--- src/rtl/word_tx_serializer.sv ---
// Word-to-byte serializer feeding the UART transmitter, MSB-first,
// with a one-word holding register and optional per-byte done timeout.
module word_tx_serializer #(
    parameter int DATA_WIDTH      = 32,
    parameter int DATA_WIDTH_UART = 8,
    parameter int DONE_TIMEOUT    = 0
) (
    input  logic                       i_clock,
    input  logic                       i_reset,
    input  logic                       i_word_valid,
    input  logic [DATA_WIDTH-1:0]      i_word,
    output logic                       o_word_ready,
    input  logic                       i_tx_done,
    output logic                       o_tx_signal,
    output logic [DATA_WIDTH_UART-1:0] o_tx_result,
    output logic                       o_word_done,
    output logic                       o_error,
    output logic                       o_busy
);

    localparam int BYTES = DATA_WIDTH / DATA_WIDTH_UART;
    localparam int CW    = (BYTES > 1) ? $clog2(BYTES) : 1;
    localparam int TW    = (DONE_TIMEOUT > 1) ? $clog2(DONE_TIMEOUT + 1) : 1;
    localparam logic [CW-1:0] LAST  = CW'(BYTES - 1);
    localparam logic [TW-1:0] TLAST = TW'((DONE_TIMEOUT > 0) ? DONE_TIMEOUT - 1 : 0);

    typedef enum logic [1:0] {
        IDLE,
        START,
        WAIT
    } state_t;

    state_t state, state_nx;

    logic [DATA_WIDTH-1:0] hold;
    logic [DATA_WIDTH-1:0] shift;
    logic                  hold_valid;
    logic [CW-1:0]         cnt;
    logic [TW-1:0]         tcnt;

    logic accept;
    logic load;
    logic send;
    logic advance;
    logic finish;
    logic timeout;
    logic expired;

    // Ready is forced low during reset so no word slips in on the reset edge.
    assign o_word_ready = ~hold_valid & ~i_reset;
    assign accept       = i_word_valid & o_word_ready;
    assign o_busy       = (state != IDLE) | hold_valid;
    assign expired      = (DONE_TIMEOUT != 0) && (tcnt == TLAST);

    always_ff @(posedge i_clock) begin
        if (i_reset) begin
            state <= IDLE;
        end else begin
            state <= state_nx;
        end
    end

    always_comb begin
        state_nx = state;
        load     = 1'b0;
        send     = 1'b0;
        advance  = 1'b0;
        finish   = 1'b0;
        timeout  = 1'b0;
        case (state)
            IDLE: begin
                if (hold_valid) begin
                    load     = 1'b1;
                    state_nx = START;
                end
            end
            START: begin
                send     = 1'b1;
                state_nx = WAIT;
            end
            WAIT: begin
                if (i_tx_done) begin
                    if (cnt == LAST) begin
                        finish   = 1'b1;
                        state_nx = IDLE;
                    end else begin
                        advance  = 1'b1;
                        state_nx = START;
                    end
                end else if (expired) begin
                    timeout  = 1'b1;
                    state_nx = IDLE;
                end
            end
            default: state_nx = IDLE;
        endcase
    end

    always_ff @(posedge i_clock) begin
        if (i_reset) begin
            hold        <= '0;
            hold_valid  <= 1'b0;
            shift       <= '0;
            cnt         <= '0;
            tcnt        <= '0;
            o_tx_signal <= 1'b0;
            o_tx_result <= '0;
            o_word_done <= 1'b0;
            o_error     <= 1'b0;
        end else begin
            if (load) begin
                hold_valid <= 1'b0;
            end else if (accept) begin
                hold_valid <= 1'b1;
            end
            if (accept) begin
                hold <= i_word;
            end
            if (load) begin
                shift <= hold;
                cnt   <= '0;
            end else if (advance) begin
                shift <= shift << DATA_WIDTH_UART;
                cnt   <= cnt + 1'b1;
            end
            // Timeout count restarts with every byte request.
            if (send) begin
                o_tx_result <= shift[DATA_WIDTH-1 -: DATA_WIDTH_UART];
                tcnt        <= '0;
            end else if (state == WAIT && !i_tx_done) begin
                tcnt <= tcnt + 1'b1;
            end
            o_tx_signal <= send;
            o_word_done <= finish;
            o_error     <= timeout;
        end
    end

endmodule

--- config.mk ---
export PLATFORM = sky130hd
export DESIGN_NAME = word_tx_serializer
export DESIGN_NICKNAME = d
export VERILOG_FILES = /design/src/rtl/word_tx_serializer.sv
export SDC_FILE = /design/constraint.sdc
export NUM_CORES = 1
export LEC_CHECK = 0
export CORE_MARGIN = 1
export CORE_UTILIZATION = 53
export DETAILED_ROUTE_END_ITERATION = 10
export PLACE_DENSITY = 0.79
export SLEW_MARGIN = 20
export SYNTH_ARGS = -nofsm -noshare
export SYNTH_HDL_FRONTEND = slang
export SYNTH_SLANG_ARGS = --single-unit
--- constraint.sdc ---
create_clock -name i_clock -period 2.03 [get_ports i_clock]
set_input_delay 0.3045 -clock i_clock [delete_from_list [all_inputs] [get_ports i_clock]]
set_output_delay 0.3045 -clock i_clock [all_outputs]
set_load 0.005 [all_outputs]
==> summary.md <==
| Metric | Value |
|---|---|
| Status | `completed` |
| Sw Ratio | `24.1%` |
| Final Hold Fails | `0` |
| Hold_ws | `0.425 ns` |
| CTS Sinks | `79` |
| Final std cells w/o fill | `487` |
| Share of layout cells above drive strength 1 | `7.23%` |
| Mapped Area | `3150 um^2` |
| Period utilization | `91.5%` |
| Yosys reg bits | `79` |
| Synth-to-layout area growth | `22.2%` |
| Wire per inst | `13.2 um` |
| Switching power | `0.828 mW` |
| Utilization after layout | `68.7%` |
| Pwr Density | `890 nW/um^2` |
| Worst setup SP type | `flip-flop` |
| Skew final | `0.00661 ns` |
| Unrepaired setup endpoints after global routing | `no` |
| CTS root buf | `clkbuf_8` |
| Cells on worst reg2reg path | `5` |
| Clock power frac | `36.3%` |
| Vias | `2651` |
| Worst-path fanout max | `9` |
| Max Cap Viol | `0` |
| First-pass DRT Iterations | `5` |
| Core ar. | `5610 um^2` |
| Global route total overflow | `0` |
| Clk buf depth | `2` |
| Cell Count Post-Placement | `472` |
| DP Worst Slack | `0.332 ns` |
| Die W | `79.1 um` |
| Final Max Slew Viols | `0` |
| Post-DP HPWL | `4230 um` |
| Number of remaining DRC errors | `0` |
| Fmax | `0.538 GHz` |
| GP Congestion | `0.758` |
| Via density | `5.44` |
| Commonest non-fill, non-tap cell in the layout | `nand2_1` |
| Crit path kind | `reg2out` |
| CP required | `1.73 ns` |
| Post-CTS Setup Inserts | `0` |
| N_diodes | `0` |
| Net Count, Synth | `415` |
| H-tree lvl count | `3` |
| Post-route minimum period | `1.86 ns` |
| Fill cells | `470` |
| Placed inst area | `3640 um^2` |
| Power Total | `3.43 mW` |
| Final setup margin | `0.172 ns` |
| Gates resized, CTS repair | `0` |
| Nets | `448` |
| CTS tree | `done` |
| Commonest non-fill, non-tap cells in the layout | `nand2_1, dfxtp_1, clkdlybuf4s50_1` |
| CP arrival | `1.55 ns` |
| Setup TNS | `0 ns` |
| Synth unique cells | `27` |
| Rows | `27` |
| Peak supply drop | `475 uV` |
| Worst Hold Path Cells | `3` |
| CP endpoint kind | `output pin` |
| Final setup viols | `0` |
| Leakage | `1.30 nW` |
| Clk Latency, worst-skew pair | `0.34 ns` |
| GRT Overall Usage | `22.1%` |
| Gate power share | `12.9%` |
| WL final | `6440 um` |
| Global-route wire length before repair | `10800 um` |
| Largest net degree at the start of global routing | `60` |
| Die area | `6260 um^2` |
| Top-level I/O count | `49` |
| Initial antenna violation count | `0` |
| Sequential cell area fraction in the yosys report | `50.1%` |
| IO buf count | `47` |
| Yosys warns | `0` |
| Finished Cell Area | `3850 um^2` |
| Reg clk slew, reported paths | `0.08 ns` |
| Synth Instances | `378` |
| Routed Antenna Nets | `0` |
| Total CTS buffers | `9` |
| Worst hold path class | `in2reg` |
| Reg power frac | `50.8%` |
| Vert. Die Dim | `79.1 um` |
| Starting Density | `56.2%` |
| Vias in the first global route | `2463` |
| Pint | `2.60 mW` |
| Starting DRC count in detailed routing | `202` |
| Hold_buf cts | `0` |
| Syn_area_per_cell | `8.34 um^2` |
synthesized netlist by cell type:
master | instances | area (um^2)
nor2_1 | 4 | 15.0
ha_1 | 1 | 12.5
or3b_1 | 1 | 8.76
buf_4 | 7 | 52.6
nor3b_2 | 2 | 25.0
nand2_1 | 104 | 390
conb_1 | 1 | 3.75
or3_1 | 1 | 6.26
or3b_2 | 1 | 8.76
nand3_1 | 8 | 40.0
buf_6 | 2 | 22.5
dfxtp_1 | 79 | 1580
nor3_1 | 27 | 135
clkbuf_1 | 10 | 37.5
mux2i_1 | 1 | 10.0
xnor2_1 | 1 | 8.76
nand4b_1 | 1 | 8.76
buf_2 | 15 | 75.1
nor2b_1 | 1 | 6.26
and4bb_2 | 1 | 12.5
a311oi_1 | 24 | 210
a21oi_1 | 18 | 90.1
nand4bb_1 | 1 | 11.3
o21ai_0 | 32 | 160
nand2_4 | 1 | 11.3
buf_1 | 1 | 3.75
nand2b_1 | 33 | 206
flip-flops by register name, summed over array words and instances (netlist names):
name,count
shift,32
hold_valid,1
o_tx_result,8
o_word_done,1
o_tx_signal,1
state,2
hold,32
cnt,2
cell type report:
class | count | area (um^2) | area share (%)
clock buffers | 11 | 141 | 3.67
well taps | 72 | 90.1 | 2.34
repair buffers | 57 | 578 | 15.0
flip-flops and latches | 79 | 1580 | 41.0
multi-input cells | 264 | 1390 | 36.2
clock inverters | 4 | 70.1 | 1.82
worst max-delay path, cell delays in order (launching register included):
cell and delay (ns):
dfxtp_1 0.40, or3_1 0.37, clkdlybuf4s50_1 0.44
power groups by stage:
stage | Sequential [mW] | Combinational (mW) | Clock, mW
finish | 1.74 | 0.443 | 1.25
global route | 1.76 | 0.496 | 1.34
CTS | 1.74 | 0.446 | 1.26
detailed placement | 1.78 | 0.442 | 0
global placement | 1.77 | 0.432 | 0
floorplan | 1.75 | 0.309 | 0
final timing paths:
kind         slack, ns  startpoint         to
max               0.17    state[1]     o_busy
min               0.43     i_reset   state[1]
max reg2reg       0.51      cnt[0]  shift[30]
min reg2reg       0.46     hold[4]   shift[4]
cells by family after synthesis:
group / synth area share (%)
other: 0.119
adder cells (fa/ha/maj): 0.397
AND/OR/NAND/NOR: 28.1
AO/OA/AOI/OAI: 14.6
flip-flops: 50.1
multiplexers: 0.317
buffers and inverters: 6.07
XOR/XNOR: 0.278
per-layer routing:
layer / vias to the layer above / global-route usage, % / wire length, um
li1: 1346 / - / -
met1: 1222 / 26.4 / 2900
met2: 68 / 36.6 / 3120
met3: 15 / 5.29 / 250
met4: 0 / 11.8 / 176
met5: - / 0 / 0
Power figures use the tool's default switching activity.
